[config.mk]
export PLATFORM = sky130hd
export DESIGN_NAME = nibble_serial_adder
export DESIGN_NICKNAME = d
export VERILOG_FILES = /design/src/rtl/nibble_serial_adder.sv
export SDC_FILE = /design/constraint.sdc
export NUM_CORES = 1
export LEC_CHECK = 0
export ABC_CLOCK_PERIOD_IN_PS = 5700
export BUFFER_PORTS_ARGS = -buffer_cell sky130_fd_sc_hd__buf_4
export CAP_MARGIN = 10
export CORE_ASPECT_RATIO = 1.1
export CORE_MARGIN = 5
export CORE_UTILIZATION = 46
export CTS_CLUSTER_SIZE = 10
export DETAILED_ROUTE_END_ITERATION = 6
export HOLD_SLACK_MARGIN = 0.03
export PLACE_DENSITY_LB_ADDON = 0.3
export SLEW_MARGIN = 20
export SYNTH_ARGS = -nofsm -noshare
export SYNTH_HDL_FRONTEND = slang
export SYNTH_SLANG_ARGS = --single-unit
[constraint.sdc]
create_clock -name clk -period 5.7 [get_ports clk]
set_input_delay 0.57 -clock clk [delete_from_list [all_inputs] [get_ports clk]]
set_output_delay 0.57 -clock clk [all_outputs]
set_load 0.01 [all_outputs]
[src/rtl/nibble_serial_adder.sv]
// nibble_serial_adder: adds two WORD_W-bit operands one nibble per cycle with a 4-bit carry-lookahead slice.
module nibble_serial_adder #(
  parameter int WORD_W = 16
) (
  input  logic              clk,
  input  logic              rst,
  input  logic              in_valid,
  output logic              in_ready,
  input  logic [WORD_W-1:0] A,
  input  logic [WORD_W-1:0] B,
  input  logic              Cin,
  output logic              out_valid,
  input  logic              out_ready,
  output logic [WORD_W-1:0] Sum,
  output logic              Cout,
  output logic              Ovf,
  output logic              busy
);
  localparam int NIB = WORD_W / 4;
  localparam int KW = $clog2(NIB);
  localparam logic [1:0] IDLE = 2'd0;
  localparam logic [1:0] ADD  = 2'd1;
  localparam logic [1:0] DONE = 2'd2;
  localparam logic [KW-1:0] K_LAST = KW'(NIB - 1);
  logic [1:0]        r_state;
  logic [WORD_W-1:0] r_a, r_b, r_sum;
  logic [KW-1:0]     r_k;
  logic              r_c, r_cout, r_ovf;
  logic [3:0]        w_p, w_g, w_s;
  logic [4:0]        w_c;
  // Two-level lookahead: every carry comes straight from G/P and the registered carry.
  always_comb begin
    w_p = r_a[{r_k, 2'b00} +: 4] ^ r_b[{r_k, 2'b00} +: 4];
    w_g = r_a[{r_k, 2'b00} +: 4] & r_b[{r_k, 2'b00} +: 4];
    w_c[0] = r_c;
    w_c[1] = w_g[0] | (w_p[0] & r_c);
    w_c[2] = w_g[1] | (w_p[1] & w_g[0]) | (w_p[1] & w_p[0] & r_c);
    w_c[3] = w_g[2] | (w_p[2] & w_g[1]) | (w_p[2] & w_p[1] & w_g[0]) | (w_p[2] & w_p[1] & w_p[0] & r_c);
    w_c[4] = w_g[3] | (w_p[3] & w_g[2]) | (w_p[3] & w_p[2] & w_g[1]) | (w_p[3] & w_p[2] & w_p[1] & w_g[0])
           | (w_p[3] & w_p[2] & w_p[1] & w_p[0] & r_c);
    w_s = w_p ^ w_c[3:0];
  end
  always_ff @(posedge clk) begin
    if (rst) begin
      r_state <= IDLE;
      r_k     <= '0;
      r_c     <= 1'b0;
      r_sum   <= '0;
      r_cout  <= 1'b0;
      r_ovf   <= 1'b0;
    end else if (r_state == IDLE) begin
      if (in_valid) begin
        r_a     <= A;
        r_b     <= B;
        r_c     <= Cin;
        r_k     <= '0;
        r_state <= ADD;
      end
    end else if (r_state == ADD) begin
      r_sum[{r_k, 2'b00} +: 4] <= w_s;
      r_c <= w_c[4];
      r_k <= r_k + 1'b1;
      if (r_k == K_LAST) begin
        r_cout  <= w_c[4];
        r_ovf   <= w_c[3] ^ w_c[4];
        r_state <= DONE;
      end
    end else if (out_ready) begin
      r_state <= IDLE;
    end
  end
  assign in_ready  = r_state == IDLE;
  assign out_valid = r_state == DONE;
  assign busy      = r_state != IDLE;
  assign Sum       = r_sum;
  assign Cout      = r_cout;
  assign Ovf       = r_ovf;
endmodule
==> summary.md <==
| Metric | Value |
|---|---|
| GRT overflow | 0 |
| Setup TNS | 0 ns |
| Ant. Diodes | 0 |
| # DRC | 0 |
| Std cell rows | 27 |
| Pleak | 1.136 nW |
| Final net count | 274 |
| Die Span X | 78.13 um |
| Final wirelength | 4.300 mm |
| Initial Util | 47.29% |
| Yosys reg bits | 55 |
| Clock slew at reported path FFs | 0.09 ns |
| Clk_lat worst skew | 0.30 ns |
| Final critical-path share of the clock period | 49.58% |
| Layout cells sized above 1 | 35.24% |
| Core area | 4966 um2 |
| Routed via count | 1530 |
| Combinational fraction of design power | 14.2% |
| Vias in the first global route | 1496 |
| Avg WL per Cell | 15.09 um |
| # fillers | 414 |
| Switching Fraction | 23.60% |
| HPWL Detailed | 3.180 mm |
| Number of library cell types mapped by synthesis | 38 |
| CTS H-tree depth | 2 |
| Outcome | complete, no violations |
| Endpoints failing hold | 0 |
| Global-route wire length before repair | 6.982 mm |
| Die ar. | 6636 um2 |
| Int Pwr | 0.5772 mW |
| Cts repair resizes | 0 |
| Most frequent cells in the layout | 58 x buf_4, 32 x edfxtp_1, 23 x dfxtp_1 |
| Max-slew headroom | 41.09% |
| Sequential area share after synthesis | 60.52% |
| Synthesized area | 2349 um2 |
| Synthesized netlist cell count | 168 |
| Crit path launch type | register |
| RSZ-0062 raised after global routing | false |
| Clk pwr share | 26.6% |
| Hold buffers post-CTS | 0 |
| Worst-Margin Slew | 0.8824 ns |
| Overall die height | 84.94 um |
| Max cap viols | 0 |
| Largest net degree at the start of global routing | 33 |
| Setup Buffers After CTS | 0 |
| Tmin final | 2.826 ns |
| Synthesized area per cell | 13.98 um2 |
| Num Clock Sinks | 55 |
| CP endpoint kind | register |
| Initial antenna violation count | 0 |
| CTS buffer count | 5 |
| Register-to-Register Path Depth | 6 |
| Power Total | 0.7555 mW |
| GPL Wtd Cong | 0.8107 |
| PD cells | 260.1 nW/um2 |
| Worst EP arrival | 3.01 ns |
| CTS tree | yes |
| Area delta synth->final | 23.65% |
| Hold crit path type | in2reg |
| CTS Root Cell | clkbuf_8 |
| IR drop worst, VDD | 0.1860 mV |
| Worst EP required | 5.89 ns |
| Hold path depth | 1 |
| Worst Clk Skew | 0.005810 ns |
| Final setup vio count | 0 |
| Total global-route track usage | 13.42% |
| Vias per cell | 5.368 |
| Iteration-0 DRC Markers | 69 |
| Syn nets | 216 |
| Max Slew Vio Count | 0 |
| Port Buffers | 57 |
| Psw | 0.1783 mW |
| CP Max Fanout | 16 |
| Critical path type | reg2reg |
| Commonest non-fill, non-tap cell in the layout | buf_4 |
| CTS max path bufs | 2 |
| Yosys warnings | 0 |
| Fmax | 353.9 MHz |
| Drt first pass iters | 4 |
| Antenna Violating Nets Remaining | 0 |
| Sequential share of power | 59.2% |
| Io pins | 58 |
==> cell type report <==
cell class	count	area, um2	area share (%)
Multi-Input combinational cell	101	874.6	30.12
Tap cell	58	72.57	2.499
Timing Repair Buffer	58	435.4	14.99
Inverter	5	18.77	0.6463
Clock buffer	7	76.32	2.628
Clock inverter	1	5.005	0.1723
Sequential cell	55	1421	48.94
==> metal layers <==
layer,up-vias,global-route usage (%),wire length [um]
li1,749,-,-
met1,725,17.30,1878
met2,49,21.31,2070
met3,7,3.609,285
met4,0,5.530,67
met5,-,0,0
==> cells in the mapped netlist <==
library cell / number / area (um2)
nand2_1: 6 / 22.52
edfxtp_1: 32 / 960.9
nor4b_4: 1 / 23.77
o31ai_1: 2 / 15.01
and2_1: 1 / 6.260
a211oi_2: 1 / 12.51
a22oi_1: 9 / 67.56
ha_1: 10 / 125.1
o31ai_2: 1 / 12.51
a211oi_1: 3 / 22.52
and4bb_1: 1 / 12.51
a32oi_1: 4 / 35.03
nand3b_1: 5 / 37.54
clkbuf_1: 4 / 15.01
a31oi_1: 1 / 6.260
and3_1: 2 / 12.51
nor4b_1: 1 / 8.760
nor2_1: 22 / 82.58
nor2b_4: 1 / 13.76
buf_2: 2 / 10.01
fa_1: 1 / 20.02
a21oi_1: 3 / 15.01
mux2i_1: 2 / 20.02
nand3_1: 1 / 5.000
nand2b_1: 3 / 18.77
mux4_2: 8 / 180.2
o21ai_0: 3 / 15.01
and3b_1: 1 / 8.760
or2b_1: 1 / 7.510
o21bai_1: 2 / 15.01
xor2_1: 1 / 8.760
inv_1: 5 / 18.77
buf_6: 1 / 11.26
o21bai_2: 1 / 11.26
or2_2: 1 / 6.260
and2b_1: 1 / 7.510
dfxtp_1: 23 / 460.4
xnor2_2: 1 / 16.27
==> per-stage QoR <==
step	worst slack [ns]	area [um2]	hold WS, ns	util, %	cells
3_3_place_gp	2.901	2823	0.4809	56.84	277
2_1_floorplan	2.942	2349	0.5055	-	168
4_1_cts	2.821	2904	0.4320	58.48	285
6_report	2.874	2904	0.4420	58.48	285
3_5_place_dp	2.826	2823	0.4779	56.84	277
5_1_grt	2.675	2904	0.4187	58.48	285
==> worst paths after layout <==
| kind | start | endpoint | slack [ns] |
|---|---|---|---|
| hold reg to reg | Sum[11]$_SDFFE_PP0P_ | Sum[11]$_SDFFE_PP0P_ | 0.49 |
| setup reg to reg | r_k[0]$_SDFFE_PP0P_ | Sum[11]$_SDFFE_PP0P_ | 2.87 |
| hold / removal | A[5] | r_a[5]$_DFFE_PP_ | 0.44 |
| setup / recovery | r_k[0]$_SDFFE_PP0P_ | Sum[11]$_SDFFE_PP0P_ | 2.87 |
==> flip-flops by register name, summed over array words and instances, names as in the netlist <==
signal   count
r_a         16
Ovf          1
r_b         16
r_k          2
Sum         16
Cout         1
r_state      2
r_c          1
==> logic make-up after synthesis <==
family	synth area share, %
compound gates	9.695
xor+xnor	1.066
fa+ha+maj	6.180
buf+inv	2.344
flops	60.52
mux	8.524
simple gates	11.67
==> power by group through the flow <==
stage,Sequential [mW],Clock [mW],Combinational [mW]
final,0.447,0.201,0.108
after global routing,0.449,0.225,0.119
after CTS,0.447,0.209,0.108
after detailed placement,0.456,0,0.108
after global placement,0.456,0,0.106
after floorplan,0.452,0,0.0723
==> critical path: stages, from the launching register on <==
cell,delay [ns]
dfxtp_1,0.91
mux4_2,0.64
ha_1,0.33
a211oi_2,0.29
o21bai_2,0.16
xnor2_2,0.25
o21ai_0,0.13
(Power assumes the default switching activity.)
